**src/rtl/uart_tx_arbiter.sv**
```systemverilog
// Round-robin packet arbiter sharing the UART TX FIFO write port among N_REQ byte streams.
// Define UART_ARB_TAG_EN to prefix every grant with a channel tag byte (TAG_BASE | index).
module uart_tx_arbiter #(
   parameter int unsigned N_REQ     = 4,
   parameter int unsigned MAX_BURST = 64,
   parameter int unsigned TAG_BASE  = 8'hF0
) (
   input  logic               clk,
   input  logic               reset,
   input  logic [N_REQ-1:0]   req_valid,
   input  logic [8*N_REQ-1:0] req_data,
   input  logic [N_REQ-1:0]   req_last,
   output logic [N_REQ-1:0]   req_ready,
   output logic [7:0]         w_data,
   output logic               w_uart,
   input  logic               tx_fifo_full,
   output logic [N_REQ-1:0]   grant,
   output logic               busy
);

   localparam int unsigned IDX_W  = (N_REQ > 1) ? $clog2(N_REQ) : 1;
   localparam int unsigned CAND_W = IDX_W + 1;
   localparam int unsigned CNT_W  = 8;

`ifdef UART_ARB_TAG_EN
   typedef enum logic [1:0] {IDLE = 2'd0, TAG = 2'd1, XFER = 2'd2} state_t;
`else
   typedef enum logic [0:0] {IDLE = 1'b0, XFER = 1'b1} state_t;
`endif

   generate
      if (N_REQ < 2 || N_REQ > 8 || MAX_BURST < 1 || MAX_BURST > 255 || TAG_BASE > 255) begin : g_bad_param
         $error("uart_tx_arbiter: parameter out of range");
      end
   endgenerate

   state_t             state_q, state_d;
   logic [N_REQ-1:0]   grant_d;
   logic [IDX_W-1:0]   gidx_q, gidx_d;
   logic [IDX_W-1:0]   ptr_q, ptr_d;
   logic [CNT_W-1:0]   count_q, count_d;
   logic               busy_d;

   logic [7:0]         data_arr [N_REQ];
   logic [IDX_W-1:0]   win_idx;
   logic [CAND_W-1:0]  cand;
   logic               any_req;
   logic               sel_valid;
   logic               sel_last;
   logic [7:0]         sel_data;
   logic               xfer;

   // Unpacked view of the request bytes for indexed selection
   for (genvar i = 0; i < N_REQ; i++) begin : g_unpack
      assign data_arr[i] = req_data[8*i +: 8];
   end

   assign sel_valid = req_valid[gidx_q];
   assign sel_last  = req_last[gidx_q];
   assign sel_data  = data_arr[gidx_q];

   // First valid requester scanning ptr+1, ptr+2, ... modulo N_REQ
   always_comb begin
      win_idx = ptr_q;
      any_req = 1'b0;
      cand    = '0;
      for (int unsigned k = 1; k <= N_REQ; k++) begin
         cand = CAND_W'(ptr_q) + CAND_W'(k);
         if (cand >= CAND_W'(N_REQ)) cand = cand - CAND_W'(N_REQ);
         if (!any_req && req_valid[IDX_W'(cand)]) begin
            win_idx = IDX_W'(cand);
            any_req = 1'b1;
         end
      end
   end

   always_ff @(posedge clk or negedge reset) begin
      if (!reset) begin
         state_q <= IDLE;
         grant   <= '0;
         gidx_q  <= '0;
         ptr_q   <= IDX_W'(N_REQ - 1);
         count_q <= '0;
         busy    <= 1'b0;
      end else begin
         state_q <= state_d;
         grant   <= grant_d;
         gidx_q  <= gidx_d;
         ptr_q   <= ptr_d;
         count_q <= count_d;
         busy    <= busy_d;
      end
   end

   // Next state and the zero-latency write-port outputs
   always_comb begin
      state_d   = state_q;
      grant_d   = grant;
      gidx_d    = gidx_q;
      ptr_d     = ptr_q;
      count_d   = count_q;
      busy_d    = busy;
      req_ready = '0;
      w_uart    = 1'b0;
      w_data    = '0;
      xfer      = 1'b0;
      unique case (state_q)
         IDLE: begin
            if (any_req) begin
`ifdef UART_ARB_TAG_EN
               state_d = TAG;
`else
               state_d = XFER;
`endif
               grant_d = N_REQ'(1) << win_idx;
               gidx_d  = win_idx;
               ptr_d   = win_idx;
               count_d = '0;
               busy_d  = 1'b1;
            end
         end
`ifdef UART_ARB_TAG_EN
         TAG: begin
            w_uart = ~tx_fifo_full;
            w_data = 8'(TAG_BASE) | 8'(gidx_q);
            if (!tx_fifo_full) state_d = XFER;
         end
`endif
         XFER: begin
            xfer              = sel_valid & ~tx_fifo_full;
            req_ready[gidx_q] = xfer;
            w_uart            = xfer;
            w_data            = sel_data;
            if (xfer) begin
               count_d = count_q + CNT_W'(1);
               // Packet end or burst cap releases the grant
               if (sel_last || count_d == CNT_W'(MAX_BURST)) begin
                  state_d = IDLE;
                  grant_d = '0;
                  busy_d  = 1'b0;
               end
            end
         end
         default: state_d = IDLE;
      endcase
   end

endmodule

```
**config.mk**
```make
export PLATFORM = sky130hd
export DESIGN_NAME = uart_tx_arbiter
export DESIGN_NICKNAME = d
export VERILOG_FILES = /design/src/rtl/uart_tx_arbiter.sv
export SDC_FILE = /design/constraint.sdc
export NUM_CORES = 1
export LEC_CHECK = 0
export BUFFER_PORTS_ARGS = -buffer_cell sky130_fd_sc_hd__clkbuf_2
export CORE_ASPECT_RATIO = 2
export CORE_MARGIN = 1
export CORE_UTILIZATION = 40
export DETAILED_ROUTE_END_ITERATION = 8
export PLACE_DENSITY = 0.72
export SYNTH_ARGS = -nofsm -noshare
export SYNTH_HDL_FRONTEND = slang
export SYNTH_SLANG_ARGS = --single-unit
```
**constraint.sdc**
```tcl
create_clock -name clk -period 1.5 [get_ports clk]
set_input_delay 0.3 -clock clk [delete_from_list [all_inputs] [get_ports clk]]
set_output_delay 0.3 -clock clk [all_outputs]
set_load 0.02 [all_outputs]
```
==> results.txt <==
status: complete, but fails checks
failing checks: design-rule violations, negative setup slack
Setup TNS: -6.92 ns
fin crit period: 1.93 ns
Avg Synthesized Cell Area: 9.79 um2
YS warnings: 0
CTS tree: yes
type of the worst min-delay path: flop to flop
Final Skew: 0.00230 ns
largest net degree at the start of global routing: 19
HPWL after DPL: 3040 um
number of cells produced by synthesis: 140
Residual DRC: 22
Post-Place Cells: 254
sequential area share after synthesis: 0.331
fin crit share: 1.28
post-synthesis cell type count: 45
Setup Viol. Count Final: 27
Final GP Congestion: 0.797
Total Power: 4.32 mW
Synthesized Nets: 184
Port-buffer cells: 60
initial antenna violation count: 0
Iteration-0 DRC Markers: 66
leakage dissipation: 1.09 nW
DIE AREA: 3680 um2
CTS max path bufs: 2
Clk Latency, worst-skew pair: 0.25 ns
leading post-synthesis cells by cell area: dfrtp_1 (29%), mux4_2 (9.9%), mux4_1 (5.8%)
commonest non-fill, non-tap cell in the layout: clkbuf_2
Ports: 61
first-pass GRT wire length: 6560 um
most frequent cells in the layout: clkbuf_2 (48), buf_4 (28), nor2_1 (14), nand2_1 (13), dfrtp_1 (13)
Final nets: 278
CTS buffer count: 3
Peak VDD IR: 1.49 mV
area of the multi-input gates: 973 um2
largest area contributor in the netlist: dfrtp_1
Non-Filler Instances: 264
fmax: 0.519 GHz
Detailed Route WL: 4250 um
Worst Path Required: 1.20 ns
Switching Share: 0.399
Post-DP Area: 1930 um2
ANT cells: 0
Via density: 5.63
Post-DRT Antenna Nets: 0
Mapped Area: 1370 um2
Crit Path Category: flop to output pin
power density over cell area: 1910 nW/um2
Final Max Tran Viols: 0
die width: 43.4 um
Layout Utilization: 0.700
H-tree depth: 1
share of layout cells above drive strength 1: 0.609
CP Capture Type: output pin
RSZ-0062 raised after global routing: yes
combinational fraction of design power: 0.707
initial core utilization: 0.424
Psw: 1.72 mW
ys flop type: dfrtp_1
vias in the first global route: 1542
drt pass-1 iters: 7
Post-synth EDFFs: 0
Seq pwr share: 0.202
Place WS: -0.202 ns
clock share of power: 0.091
wire per inst: 16.1 um
Setup crit start kind: flop
Pint: 2.59 mW
Final Hold Viols: 0
Total GRT Usage: 0.235
Synth-to-Final Area Change: 65.0%
GRT overflow: 0
CTS root buf: clkbuf_8
WHS: 0.521 ns
chip height: 84.8 um
Synth top area share: 0.292
max_cap viols: 0
FF+latch count, synth: 18
via count: 1486
fill count: 238
Max-slew headroom: 0.681
asr flop ratio synth: 1.00
CTS clk-pin slew, worst paths: 0.07 ns
critical path arrival: 1.63 ns
fin area: 2260 um2
Worst-Margin Slew: 0.479 ns
register area: 457 um2
Worst Path Max Fanout: 4
fin worst setup slack: -0.426 ns
total core area: 3230 um2
CTS sink count: 18
Site Rows: 29
## cells by family after synthesis
| family | Yosys count | synth area share |
|---|---|---|
| XOR/XNOR | 3 | 0.0192 |
| adder cells (fa/ha/maj) | 1 | 0.00913 |
| flip-flops | 18 | 0.331 |
| buffers and inverters | 11 | 0.0420 |
| multiplexers | 12 | 0.184 |
| AO/OA/AOI/OAI | 32 | 0.170 |
| AND/OR/NAND/NOR | 63 | 0.245 |
## sequential cells by signal, indices dropped and copies added (netlist names)
name / flops
grant: 4
count_q: 8
busy: 1
gidx_q: 2
state_q: 1
ptr_q: 2
## worst max-delay path, stage by stage, from the launching register on
cell and delay (ns):
dfrtp_2 0.43, clkbuf_16 0.16, mux4_2 0.50, and2_4 0.16
buf_8 0.12
## final timing paths
| check | from | to | slack (ns) | depth (start not counted) |
|---|---|---|---|---|
| worst max register to register | gidx_q[0] | grant[3] | -0.29 | 6 |
| max in group asynchronous | reset | gidx_q[0] | 0.61 | 2 |
| worst max-delay path | gidx_q[0] | w_data[1] | -0.43 | 4 |
| worst min-delay path | ptr_q[0] | ptr_q[0] | 0.52 | 2 |
| worst min register to register | ptr_q[0] | ptr_q[0] | 0.52 | 2 |
| min in group asynchronous | reset | count_q[2] | 0.53 | 2 |
## synth_stat cells (all sizes together), types with 2 or more instances
library cell / instances
mux4: 9
nand2: 14
o211ai: 2
nand3: 8
buf: 4
nor2b: 2
dfstp: 2
nand2b: 2
nor4: 2
xor2: 3
mux2i: 2
nor2: 17
inv: 6
nor3b: 2
o21ai: 13
and3: 3
dfrtp: 16
and2: 9
o31ai: 4
a21o: 3
## final cells by class
type	instances	share of cell area
Sequential cell	18	0.202
Clock buffer	4	0.0243
Inverter	6	0.0122
Tap cell	31	0.0172
Timing Repair Buffer	94	0.314
Multi-Input combinational cell	111	0.431
## power by group through the flow
stage               clock network (mW)  registers (mW)  logic (mW)
floorplan                            0           0.889        1.52
global placement                     0           0.832        2.23
detailed placement                   0           0.848        2.29
CTS                              0.402           0.863        2.77
global route                     0.426           0.891        3.25
finish                           0.392           0.873        3.05
## layer usage
layer	routed length (um)	track usage	part of all wire	up-vias
met5	0	0	0	-
met3	276	0.0323	0.065	13
met1	1400	0.213	0.33	703
met2	2480	0.468	0.58	66
li1	-	-	-	704
met4	102	0.108	0.024	0
## timing repair
item,in CTS,in global routing
hold buffers,1,0
gates resized for setup,35,29
setup buffers,3,2
endpoints found under the hold margin,15,0
pin swaps,11,11
cloned,1,0
endpoints found under the setup margin,27,29
(Power assumes the default switching activity.)
